[config.mk]
export PLATFORM = sky130hd
export DESIGN_NAME = cdi_bus_fabric
export DESIGN_NICKNAME = d
export VERILOG_FILES = /design/src/rtl/cdi_bus_fabric.sv
export SDC_FILE = /design/constraint.sdc
export NUM_CORES = 1
export LEC_CHECK = 0
export BUFFER_PORTS_ARGS = -buffer_cell sky130_fd_sc_hd__buf_2
export CAP_MARGIN = 25
export CORE_UTILIZATION = 45
export DETAILED_ROUTE_END_ITERATION = 8
export GPL_TIMING_DRIVEN = 0
export PLACE_DENSITY = 0.75
export SYNTH_ARGS = -nofsm -noshare
export SYNTH_HDL_FRONTEND = slang
export SYNTH_SLANG_ARGS = --single-unit
[constraint.sdc]
create_clock -name clk -period 2.2 [get_ports clk]
set_clock_uncertainty 0.15 [all_clocks]
set_input_delay 0.44 -clock clk [delete_from_list [all_inputs] [get_ports clk]]
set_output_delay 0.44 -clock clk [all_outputs]
set_load 0.02 [all_outputs]
[src/rtl/cdi_bus_fabric.sv]
// CPU-side bus fabric for the CD-i scc68070 bus: decodes regions, drives registered
// chip-selects, inserts wait states or waits for external acks, and reports bus errors.
module cdi_bus_fabric #(
    parameter int                         NUM_REGIONS    = 6,
    parameter int                         DATA_W         = 16,
    parameter logic [NUM_REGIONS*24-1:0]  REGION_BASE    = {24'h200000, 24'h400000, 24'h310000,
                                                            24'h300000, 24'h320000, 24'h180000},
    parameter logic [NUM_REGIONS*24-1:0]  REGION_MASK    = {24'hF00000, 24'hF00000, 24'hFF0000,
                                                            24'hFF0000, 24'hFFC000, 24'hF80000},
    parameter logic [NUM_REGIONS*4-1:0]   REGION_WAIT    = {4'd3, 4'd2, 4'd2, 4'd0, 4'd0, 4'd1},
    parameter logic [NUM_REGIONS-1:0]     REGION_EXT_ACK = 6'b000100,
    parameter int                         TIMEOUT        = 255
) (
    input  logic                          clk,
    input  logic                          resetn,
    input  logic [22:0]                   cpu_addr,
    input  logic                          cpu_as,
    input  logic                          cpu_uds,
    input  logic                          cpu_lds,
    input  logic                          cpu_write_strobe,
    input  logic [NUM_REGIONS*DATA_W-1:0] region_dout,
    input  logic [NUM_REGIONS-1:0]        region_ack,
    output logic [NUM_REGIONS-1:0]        region_cs,
    output logic [DATA_W-1:0]             cpu_data_in,
    output logic                          cpu_bus_ack,
    output logic                          cpu_bus_err,
    output logic [23:0]                   err_addr,
    output logic                          err_valid,
    output logic [2:0]                    dbg_state,
    output logic                          dbg_write
);

    // Handshake: a request is cpu_as && (cpu_uds || cpu_lds) seen in IDLE; it is answered by
    // exactly one cycle of cpu_bus_ack or cpu_bus_err (never both), or by nothing if aborted.
    // A new request is only accepted after the CPU releases as or both strobes.

    localparam int         IDX_W   = (NUM_REGIONS > 1) ? $clog2(NUM_REGIONS) : 1;
    localparam logic [7:0] TO_LAST = 8'(TIMEOUT - 1);

    typedef enum logic [2:0] {
        IDLE    = 3'd0,
        ACCESS  = 3'd1,
        ACK     = 3'd2,
        ERR     = 3'd3,
        RECOVER = 3'd4
    } state_t;

    state_t             state_q;
    state_t             state_d;
    logic [IDX_W-1:0]   sel_q;
    logic [3:0]         wait_q;
    logic [7:0]         tmo_q;
    logic [23:0]        req_addr_q;
    logic               req_write_q;

    logic [23:0]        addr_byte;
    logic               request;
    logic               hit_any;
    logic [IDX_W-1:0]   hit_idx;
    logic [3:0]         hit_wait;
    logic [NUM_REGIONS-1:0] hit_onehot;

    logic               cur_ext;
    logic               cur_ack;
    logic [DATA_W-1:0]  cur_dout;

    assign addr_byte = {cpu_addr, 1'b0};
    assign request   = cpu_as && (cpu_uds || cpu_lds);
    assign dbg_state = state_q;
    assign dbg_write = req_write_q;

    // Scan from the top down so the lowest matching index is the one left standing.
    always_comb begin
        hit_any    = 1'b0;
        hit_idx    = '0;
        hit_wait   = '0;
        hit_onehot = '0;
        for (int i = NUM_REGIONS - 1; i >= 0; i--) begin
            if ((addr_byte & REGION_MASK[24*i +: 24]) ==
                (REGION_BASE[24*i +: 24] & REGION_MASK[24*i +: 24])) begin
                hit_any       = 1'b1;
                hit_idx       = IDX_W'(i);
                hit_wait      = REGION_WAIT[4*i +: 4];
                hit_onehot    = '0;
                hit_onehot[i] = 1'b1;
            end
        end
    end

    // Attributes of the region locked at request time.
    always_comb begin
        cur_ext  = 1'b0;
        cur_ack  = 1'b0;
        cur_dout = '0;
        for (int i = 0; i < NUM_REGIONS; i++) begin
            if (sel_q == IDX_W'(i)) begin
                cur_ext  = REGION_EXT_ACK[i];
                cur_ack  = region_ack[i];
                cur_dout = region_dout[DATA_W*i +: DATA_W];
            end
        end
    end

    always_comb begin
        state_d = state_q;
        case (state_q)
            IDLE: begin
                if (request) begin
                    state_d = hit_any ? ACCESS : ERR;
                end
            end
            ACCESS: begin
                if (!cpu_as) begin
                    state_d = RECOVER;
                end else if (cur_ext) begin
                    if (cur_ack) begin
                        state_d = ACK;
                    end else if (tmo_q == TO_LAST) begin
                        state_d = ERR;
                    end
                end else if (wait_q == 4'd0) begin
                    state_d = ACK;
                end
            end
            ACK:     state_d = RECOVER;
            ERR:     state_d = RECOVER;
            RECOVER: begin
                if (!cpu_as || (!cpu_uds && !cpu_lds)) begin
                    state_d = IDLE;
                end
            end
            default: state_d = IDLE;
        endcase
    end

    always_ff @(posedge clk or negedge resetn) begin
        if (!resetn) begin
            state_q     <= IDLE;
            sel_q       <= '0;
            wait_q      <= '0;
            tmo_q       <= '0;
            req_addr_q  <= '0;
            req_write_q <= 1'b0;
            region_cs   <= '0;
            cpu_data_in <= '0;
            cpu_bus_ack <= 1'b0;
            cpu_bus_err <= 1'b0;
            err_addr    <= '0;
            err_valid   <= 1'b0;
        end else begin
            state_q     <= state_d;
            cpu_bus_ack <= (state_d == ACK);
            cpu_bus_err <= (state_d == ERR);
            case (state_q)
                IDLE: begin
                    if (request) begin
                        sel_q       <= hit_idx;
                        wait_q      <= hit_wait;
                        tmo_q       <= '0;
                        req_addr_q  <= addr_byte;
                        req_write_q <= cpu_write_strobe;
                        if (hit_any) begin
                            region_cs <= hit_onehot;
                        end
                    end
                end
                ACCESS: begin
                    if (wait_q != 4'd0) begin
                        wait_q <= wait_q - 4'd1;
                    end
                    if (tmo_q != TO_LAST) begin
                        tmo_q <= tmo_q + 8'd1;
                    end
                    if (state_d == ACK) begin
                        cpu_data_in <= cur_dout;
                    end
                end
                ERR: begin
                    if (!err_valid) begin
                        err_addr  <= req_addr_q;
                        err_valid <= 1'b1;
                    end
                end
                RECOVER: begin
                    if (state_d == IDLE) begin
                        region_cs <= '0;
                    end
                end
                default: ;
            endcase
        end
    end

endmodule

Yosys cells after proc, flatten, opt, wreduce, memory -nomap -nowiden
Cells that the tools add are included.
{ "totals": {"reg_bits": 90, "wordCells": 119} }
{ "op_classes": {"add_sub_neg": 2, "eq_ne": 24, "n_mux": 59, "bitwise": 1, "n_reduce_logical": 21} }
{ "ops": {"columns": ["op", "count"], "rows": [
  ["$mux 16", 6],
  ["$mux 6", 9],
  ["$mux 3", 13],
  ["$mux 4", 5],
  ["$eq 3x2->1 const B", 6],
  ["$eq 8x6->1 const B", 2],
  ["$mux 1", 16],
  ["$mux 8", 2],
  ["$pmux 8 s2", 1],
  ["$pmux 3 s4", 1],
  ["$pmux 6 s2", 1],
  ["$eq 10x8->1 const B", 1],
  ["$ne 2x2->1 const B", 5],
  ["$eq 3x3->1 const B", 3],
  ["$logic_not 3->1", 3],
  ["$add 8x1->8 const B", 1],
  ["$eq 8x8->1 const B", 1],
  ["$mux 2", 4],
  ["$ne 8x8->1 const B", 1],
  ["$pmux 4 s2", 1],
  ["$eq 3x1->1 const B", 2],
  ["$reduce_and 2->1", 3],
  ["$reduce_and 3->1", 2],
  ["$eq 5x2->1 const B", 1],
  ["other kinds (12)", 17]
]} }

Logic depth before layout (Yosys ltp)
Gate-level depths: netlist of run 1.
{ "logic_depth": {"ltp_word": 14, "mapped_depth": 7, "depth_no_buf": 6} }

Worst setup path before layout of run 1
Ideal clock, no wire load.
{ "synth_timing": {"kind": "register to register", "startpoint": "register state_q[1], in the netlist dbg_state[1]", "endpoint": "register region_cs[1]", "setup_ns": 0.079, "arrival_ns": 1.730, "slack_ns": 0.240, "path_stages_with_launch": 6, "cell_sequence": "dfrtp_1 -> or3_4 -> or2_0 -> buf_2 -> a31oi_4 -> mux2i_1"} }
{ "synth_between": {"elab_chain_len": 8} }
{ "synth_lines": {"columns": ["item", "line_no", "rtl"], "rows": [
  ["start: declaration", "48", "state_t state_q;"],
  ["start signal: assignment", "151", "state_q <= state_d;"],
  ["$mux 3", "118", "end else if (tmo_q == TO_LAST) begin"],
  ["$mux 3", "116", "if (cur_ack) begin"],
  ["$mux 3", "115", "end else if (cur_ext) begin"],
  ["$mux 3", "113", "if (!cpu_as) begin"],
  ["$pmux 3 s4", "106", "case (state_q)"],
  ["$logic_not 3->1", "185", "if (state_d == IDLE) begin"],
  ["$ne 2x2->1 (no line)", null, null],
  ["$reduce_and 4->1 (no line)", null, null],
  ["end signal: assignment", "163", "region_cs <= hit_onehot;"],
  ["end: declaration", "23", "output logic [NUM_REGIONS-1:0] region_cs,"]
]} }
Several ways; a longest one is shown, not always the timed one.
A chain may end at the register's enable or synchronous reset.

Final worst setup path of run 1
{ "layout_timing": {"startpoint": "register state_q[1], in the netlist dbg_state[1]", "endpoint": "register region_cs[3]"} }
Same word-level chain as after synthesis.

==> results of run 1 <==
==> power groups by stage <==
| stage | Combinational [µW] | Clock, µW | Sequential, µW |
|---|---|---|---|
| 3_3_place_gp | 3070 | 0 | 2680 |
| 3_5_place_dp | 3150 | 0 | 2710 |
| 2_1_floorplan | 1670 | 0 | 3150 |
| 6_report | 3130 | 1130 | 2690 |
| 5_1_grt | 3470 | 1230 | 2770 |
| 4_1_cts | 3170 | 1160 | 2680 |
==> metal layers <==
| metal | part of all wire [%] | vias to the layer above | GRT usage (%) |
|---|---|---|---|
| met5 | 0 | - | 0 |
| met1 | 42 | 1919 | 28.2 |
| met4 | 1.4 | 0 | 5.60 |
| met3 | 8.6 | 14 | 6.64 |
| met2 | 48 | 162 | 40.4 |
| li1 | - | 1942 | - |
==> layout by cell type, fill, tap and decap left out, types with 12 or more instances in the layout <==
cell,count
nand2_1,116
mux2i_1,32
o21ai_0,33
nor2_1,12
mux2_2,31
buf_2,189
a22oi_1,16
dfrtp_1,90
==> stage by stage <==
stage,total power [µW],instances
5_1_grt,7470,771
2_1_floorplan,4820,443
4_1_cts,7020,771
3_3_place_gp,5740,753
6_report,6950,771
3_5_place_dp,5870,754
==> Yosys cell counts, types with 4 or more instances <==
cell type | n | share of area (%)
a22oi_1 | 16 | 2.6
buf_2 | 13 | 1.4
nor2_1 | 13 | 1.1
inv_1 | 9 | 0.74
ha_1 | 4 | 1.1
mux4_2 | 8 | 4.0
mux2i_1 | 32 | 7.0
dfrtp_1 | 90 | 49
mux2_2 | 31 | 7.7
or3_1 | 7 | 0.96
a21oi_1 | 9 | 0.99
nor3b_1 | 5 | 0.82
clkbuf_1 | 5 | 0.41
nand2_1 | 116 | 9.6
o21ai_0 | 33 | 3.6
nand4_1 | 5 | 0.69
nand3_1 | 4 | 0.44
==> worst max-delay path: cells and delay by family, from the launching register on <==
kind / cells / cell delay, ps
compound gates: 1 / 290
buf+inv: 1 / 180
mux: 1 / 230
flops: 1 / 480
simple gates: 2 / 650
==> sequential cells by signal, indices dropped and copies added, names as in the netlist, 3 cells and up <==
name,cells
dbg_state,3
region_cs,6
cpu_data_in,16
tmo_q,8
req_addr_q,23
wait_q,4
err_addr,23
sel_q,3
==> logic make-up (layout without fill, tap and decap cells) <==
kind of cell               after synthesis  in the layout
AOI/OAI and AO/OA                       74             74
xor gates and xnor gates                 1              1
adders and majority gates                4              4
buffers and inverters                   32            227
DFF                                     90             90
muxes                                   71             71
other                                    1              1
and+or+nand+nor                        170            170
==> area by class of cell <==
type	instances	area, µm²	area share (%)
sequential	90	2250	38.5
multi-input combinational	321	2160	36.9
timing repair buffer	179	926	15.8
tap	133	166	2.85
clock buffer	10	128	2.18
buffer	22	111	1.91
clock inverter	6	65.1	1.11
inverter	10	37.5	0.642
==> path summary, 6_finish.rpt <==
| kind | slack (ps) | endpoint | startpoint | depth (start not counted) |
|---|---|---|---|---|
| max in group asynchronous | 910 | cpu_data_in[11]$_DFFE_PN0P_ | resetn | 3 |
| min | 110 | req_addr_q[8]$_DFFE_PN0P_ | cpu_addr[7] | 3 |
| min in group asynchronous | 350 | req_addr_q[5]$_DFFE_PN0P_ | resetn | 2 |
| min reg2reg | 320 | req_addr_q[3]$_DFFE_PN0P_ | req_addr_q[3]$_DFFE_PN0P_ | 2 |
| max reg2reg | 130 | region_cs[3]$_DFFE_PN0P_ | dbg_state[1]$_DFF_PN0_ | 5 |
| max | 130 | region_cs[3]$_DFFE_PN0P_ | dbg_state[1]$_DFF_PN0_ | 5 |
==> timing repair <==
item | in CTS | in global routing
endpoints found under the setup margin | 0 | 14
hold endpoints to repair | 20 | 0
hold buffers | 1 | 0
resized for setup | 0 | 3
==> impl_metrics.toml, run 1 <==
[run_status]
status = "finished, final reports clean"

[power]
vdd_drop_max_mv = 0.671
p_int_uw = 4150
seq_power_share_pct = 38.7
clock_power_share_pct = 16.2
pwr-share-comb_pct = 45.1
powerDensity_mw_per_mm2 = 1190
total_leakage_power_uw = 0.00306
switching_share_pct = 40.3
power.switching_uw = 2800

[layout]
n_antenna_cell = 0
final_core_util_pct = 59.8
drive_gt1_share_pct = 40.4
stdcell_area_mm2 = 0.00584
area_growth_pct = 28.3
final.fill_count = 864
fin_nets = 768

[synthesis]
synth_area_mm2 = 0.00455
ys_types = 47
avgSynthCellArea_um2 = 10.3
synth_seq_cells = 90
netlist_instances = 443
synth_fa_ha_area_share_pct = 1.10
synth-xor-area-share_pct = 0.192
synth_edf_count = 0
synth_flop_cell = "dfrtp_1"
synth_warnings = 0
synth_compound_area_share_pct = 10.4
synthSimpleGateAreaFrac_pct = 16.9
synth.mux.area_fraction_pct = 18.7
syn_nets = 578
async_flop_share_pct = 100
yosysSeqAreaShare_pct = 49.5
synth_top_family_by_area = "multiplexers"

[global_routing]
grt_max_degree = 71
first_global_vias = 3884
grt_first_pass_wirelength_mm = 18.5
antenna_found_initial = 0
grt_usage_pct = 23.2
grt_overflow = 0

[drt]
drtPass1Iterations = 4
viasPerCell = 5.24
ant_nets = 0
drt_iter0_markers = 203
drc = 0
route.vias.total = 4037
post_drt_wl_per_cell_um = 15.4
wirelength_mm = 11.9

[critical_path]
cp.required_ps = 2340
crit_path_max_incr_delay_ps = 480
cp-end-kind = "register"
cp_max_fo = 8
cp-start-kind = "register"
arrival_ps = 2200
critPathKind = "reg2reg"
slowest_stage = "dfrtp_1"
path_cells = "or3_4 > or2_0 > buf_2 > a31oi_4 > mux2i_1"

[die]
design.die.area_mm2 = 0.0105
die_y_um = 103
initial_core_util_pct = 46.6
die_w_um = 103
ios = 184
design.core.area_mm2 = 0.00977
row_count = 36

[placed_design]
place_area_mm2 = 0.00564
hpwlAfterDp_mm = 9.12
place.gp.congestion = 0.827
numPortBuffers = 177
dp_slack_ps = -182

[min_path]
hp-class = "in2reg"

[clock_network]
cts.path.max_buffers = 2
cts_tree = "done"
cts-root-buf = "clkbuf_8"
clk_pin_slew_ps = 90
clk_latency_ps = 360
cts_num_sinks = 90
postCtsSetupBuffers = 0
cts_max_level = 3
cts_buffers = 9

[sta]
fin_ws_ps = 132
worstMarginPinSlew_ps = 790
min_period_ps = 2070
rsz0062_at_grt = "no"
finalSetupTns_ps = 0
max_freq_ghz = 0.484
finalHoldViolations = 0
setup_viol_count_final = 0
relSlewSlack_pct = 46.8
hold_slack_ps = 109
fin_crit_sh_pct = 94.0
slew_violations = 0

[job]
cap_violations = 0
No activity file was read; power rests on OpenSTA's default activity.
==> run 2: changes to the inputs <==
- MAX_ROUTING_LAYER: unset -> met4
==> run 2 against run 1 <==
Against the previous run: sequential cell count unchanged; power is essentially flat; largest cell class unchanged; fmax down 0.21%.
==> impl_metrics.toml, run 2 (synthesis results as in run 1) <==
[layout]
area_growth_pct = 28.3
drive_gt1_share_pct = 40.4
fin_nets = 768
n_antenna_cell = 0
layout_commonest_cell = "buf_2"
final_cell_mix = "buf_2, nand2_1, dfrtp_1"
largestRegisters = "err_addr x23, req_addr_q x23, cpu_data_in x16"
final.fill_count = 864

[critical_path]
worst_r2r_endpoint = "region_cs[3]$_DFFE_PN0P_"
timing.rr.start = "dbg_state[1]$_DFF_PN0_"
critPathKind = "reg2reg"
r2r_slack_ps = 130
cp-end-kind = "register"
slowest_stage = "dfrtp_1"
cp.required_ps = 2330
path_cells = "or3_4 > or2_0 > buf_2 > a31oi_4 > mux2i_1"
cp-start-kind = "register"
reg2regPathDepth = 5
cp_max_fo = 8
arrival_ps = 2210
crit_path_max_incr_delay_ps = 480

[drt]
dr.max_layer_used = "met4"
drt_iter0_markers = 155
wl_met2_mm = 5.78
ant_nets = 0
wl_met3_um = 938
post_drt_wl_per_cell_um = 15.4
wirelength_mm = 11.9
viasPerCell = 5.22
route.vias.total = 4021
drtPass1Iterations = 4
met1_length_mm = 4.99
drc = 0

[placed_design]
hpwlAfterDp_mm = 9.12
place.gp.congestion = 0.840
numPortBuffers = 177

[clock_network]
clk_pin_slew_ps = 90
cts_num_sinks = 90
postCtsSetupBuffers = 0
cts_max_level = 3
cts_buffers = 9
cts.path.max_buffers = 2
cts_tree = "done"
cts-root-buf = "clkbuf_8"
clk_latency_ps = 360

[die]
ios = 184
die_w_um = 103
design.core.area_mm2 = 0.00977
design.die.area_mm2 = 0.0105
initial_core_util_pct = 46.6
row_count = 36
die_y_um = 103

[sta]
rsz0062_at_grt = "no"
finalHoldViolations = 0
worstMarginPinSlew_ps = 802
fin_crit_sh_pct = 94.2
min_period_ps = 2070
finalSetupTns_ps = 0
setup_viol_count_final = 0
slew_violations = 0
max_freq_ghz = 0.483
hold_slack_ps = 110
relSlewSlack_pct = 45.9

[global_routing]
grt_usage_pct = 23.8
grt_overflow = 0
first_global_vias = 3889
antenna_found_initial = 0
grt_max_degree = 71
grt_first_pass_wirelength_mm = 18.5

[min_path]
hold_path_end = "req_addr_q[8]$_DFFE_PN0P_"
holdPathStages = 3
hp-class = "in2reg"
holdCritStartpoint = "cpu_addr[7]"

[power]
vdd_drop_max_mv = 0.672
total_leakage_power_uw = 0.00306
powerDensity_mw_per_mm2 = 1190

[job]
cap_violations = 0

[run_status]
status = "finished, final reports clean"
run 2: through the flow:
step                total power [µW]  setup WS (ps)  utilization [%]  cells  cell area (µm²)
detailed placement              5870           -182             57.7    754             5640
global placement                5740           -251             57.4    753             5610
floorplan                       4820            240                -    443             4550
CTS                             7020           92.8             59.7    771             5840
finish                          6950            127             59.8    771             5840
global route                    7460           32.1             59.8    771             5840
run 2: critical path, delay by kind of cell (launching register included):
| family | cells | cell delay (ps) |
|---|---|---|
| simple gates | 2 | 650 |
| mux | 1 | 230 |
| compound gates | 1 | 290 |
| flops | 1 | 480 |
| buf+inv | 1 | 180 |
run 2: area by class of cell:
cell class | instances | area, µm² | area share, %
timing repair buffer | 179 | 926 | 15.8
multi-input combinational | 321 | 2160 | 36.9
inverter | 10 | 37.5 | 0.642
clock buffer | 10 | 128 | 2.18
tap | 133 | 166 | 2.85
sequential | 90 | 2250 | 38.5
clock inverter | 6 | 65.1 | 1.11
buffer | 22 | 111 | 1.91
run 2: where the power goes:
part / total (µW) / switching, µW / internal, µW
Clock: 1120 / 592 / 528
Sequential: 2690 / 377 / 2310
Combinational: 3140 / 1830 / 1310
run 2: timing repair:
action                                  in CTS  in global routing
hold buffers                                 1                  0
endpoints found under the setup margin       0                 14
resized for setup                            0                  3
hold endpoints to repair                    20                  0
run 2: worst max path at each step:
stage | startpoint | end | slack, ps | cells past startpoint
after detailed placement | cpu_lds | tmo_q[0]$_DFFE_PN0P_ | -180 | 7
final | dbg_state[1]$_DFF_PN0_ | region_cs[3]$_DFFE_PN0P_ | 130 | 5
after global routing | dbg_state[1]$_DFF_PN0_ | region_cs[1]$_DFFE_PN0P_ | 30 | 5
after CTS | dbg_state[1]$_DFF_PN0_ | tmo_q[0]$_DFFE_PN0P_ | 90 | 6
after floorplan | dbg_state[1]$_DFF_PN0_ | region_cs[1]$_DFFE_PN0P_ | 240 | 5
after global placement | resetn | cpu_data_in[13]$_DFFE_PN0P_ | -250 | 1
run 2: metal layers:
| layer | global-route usage, % | up-vias |
|---|---|---|
| met3 | 4.41 | 13 |
| li1 | - | 1938 |
| met5 | - | - |
| met4 | 7.91 | 0 |
| met1 | 28.5 | 1906 |
| met2 | 40.3 | 164 |
==> run 3: changes to the inputs <==
- RECOVER_POWER: unset -> 50
==> run 3 against run 2 <==
Against the previous run: clock power is essentially flat; combinational power shrank 2%; non-clock buffer count is the same; sequential power is essentially flat; setup slack lost 2.5 ps; fmax shrank 0.12%; count of clock-buffer cells in the layout is the same; wire length is essentially flat; critical path depth is the same; final cell count is the same; hold slack is essentially flat; first-iteration DRC count shrank 0.65%.
==> impl_metrics.toml, run 3 (synthesis results as in run 1) <==
[power]
vdd_drop_max_mv = 0.657
powerDensity_mw_per_mm2 = 1190
power.switching_uw = 2810
p_int_uw = 4100
switching_share_pct = 40.7
total_leakage_power_uw = 0.00296
clock_power_share_pct = 16.2
pwr-share-comb_pct = 44.8
power.total_uw = 6900
seq_power_share_pct = 39.0

[sta]
relSlewSlack_pct = 36.1
min_period_ps = 2080
slew_violations = 0
max_freq_ghz = 0.482
fin_crit_sh_pct = 94.3
hold_slack_ps = 109
rsz0062_at_grt = "no"
finalSetupTns_ps = 0
setup_viol_count_final = 0
finalHoldViolations = 0
worstMarginPinSlew_ps = 959

[layout]
layout_commonest_cell = "buf_2"
final_cell_mix = "buf_2, nand2_1, dfrtp_1"
n_antenna_cell = 0
largestRegisters = "err_addr x23, req_addr_q x23, cpu_data_in x16"
final.fill_count = 880
stdcell_area_mm2 = 0.00579
area_growth_pct = 27.2
final_core_util_pct = 59.3
drive_gt1_share_pct = 36.7
fin_nets = 768

[drt]
viasPerCell = 5.23
post_drt_wl_per_cell_um = 15.4
drt_iter0_markers = 154
ant_nets = 0
wirelength_mm = 11.9
drtPass1Iterations = 4
route.vias.total = 4036
drc = 0

[run_status]
status = "finished, final reports clean"

[critical_path]
crit_path_max_incr_delay_ps = 480
crit_buf_inv = 1
arrival_ps = 2210
crit_family = "simple AND/OR/NAND/NOR gates"
slowest_stage = "dfrtp_1"
cp_max_fo = 8
cp-start-kind = "register"
critPathKind = "reg2reg"
cp.required_ps = 2330
path_cells = "or3_4 > or2_0 > buf_2 > a31oi_4 > mux2i_1"
cp-end-kind = "register"

[die]
initial_core_util_pct = 46.6
ios = 184
row_count = 36
design.die.area_mm2 = 0.0105
die_w_um = 103
design.core.area_mm2 = 0.00977
die_y_um = 103

[clock_network]
cts.path.max_buffers = 2
cts_num_sinks = 90
clk_pin_slew_ps = 90
cts_tree = "done"
cts_buffers = 9
postCtsSetupBuffers = 0
clk_latency_ps = 360
cts_max_level = 3
cts-root-buf = "clkbuf_8"

[job]
cap_violations = 0

[placed_design]
hpwlAfterDp_mm = 9.12
place_area_mm2 = 0.00564
place.gp.congestion = 0.840
numPortBuffers = 177

[min_path]
hp-class = "in2reg"

[global_routing]
grt_first_pass_wirelength_mm = 18.5
grt_usage_pct = 23.8
grt_max_degree = 71
grt_overflow = 0
antenna_found_initial = 0
first_global_vias = 3889
-- run 3: metrics by stage --
step | instances | worst slack [ps]
3_5_place_dp | 754 | -182
4_1_cts | 771 | 92.8
5_1_grt | 771 | 32.1
6_report | 771 | 125
3_3_place_gp | 753 | -251
2_1_floorplan | 443 | 240
-- run 3: worst paths after layout --
path	to	start	slack (ps)	depth (start not counted)
max	region_cs[3]$_DFFE_PN0P_	dbg_state[1]$_DFF_PN0_	120	5
min	req_addr_q[8]$_DFFE_PN0P_	cpu_addr[7]	110	3
max reg2reg	region_cs[3]$_DFFE_PN0P_	dbg_state[1]$_DFF_PN0_	120	5
min reg2reg	req_addr_q[3]$_DFFE_PN0P_	req_addr_q[3]$_DFFE_PN0P_	330	2
max in group asynchronous	cpu_data_in[3]$_DFFE_PN0P_	resetn	290	3
min in group asynchronous	req_addr_q[5]$_DFFE_PN0P_	resetn	340	2
-- run 3: timing repair --
action	in CTS	in global routing
resized for setup	0	3
endpoints found under the hold margin	20	0
endpoints found under the setup margin	0	14
hold buffers	1	0
-- run 3: worst reg2reg max path, stage by stage (launching register included) --
cell	delay (ps)
dfrtp_1	480
or3_4	450
or2_0	200
buf_2	180
a31oi_4	300
mux2i_1	230
-- run 3: area by class of cell --
class	count	area (µm²)	share of cell area (%)
plain buffers	22	111	1.92
clock buffers	10	128	2.20
clock inverters	6	65.1	1.12
inverters	10	37.5	0.648
multi-input cells	321	2160	37.2
flip-flops and latches	90	2250	38.9
well taps	133	166	2.87
repair buffers	179	876	15.1
-- run 3: power groups by stage --
stage          logic, µW  registers [µW]  clock network, µW
5_1_grt             3410            2780               1220
6_report            3090            2690               1120
4_1_cts             3170            2680               1160
3_3_place_gp        3070            2680                  0
3_5_place_dp        3150            2710                  0
2_1_floorplan       1670            3150                  0
-- run 3: routing by layer --
| layer | wire length (µm) | share of wire (%) | global-route usage, % |
|---|---|---|---|
| met5 | 0 | 0 | - |
| met4 | 150 | 1.3 | 7.91 |
| met3 | 951 | 8.0 | 4.41 |
| met2 | 5790 | 49 | 40.3 |
| met1 | 4980 | 42 | 28.5 |
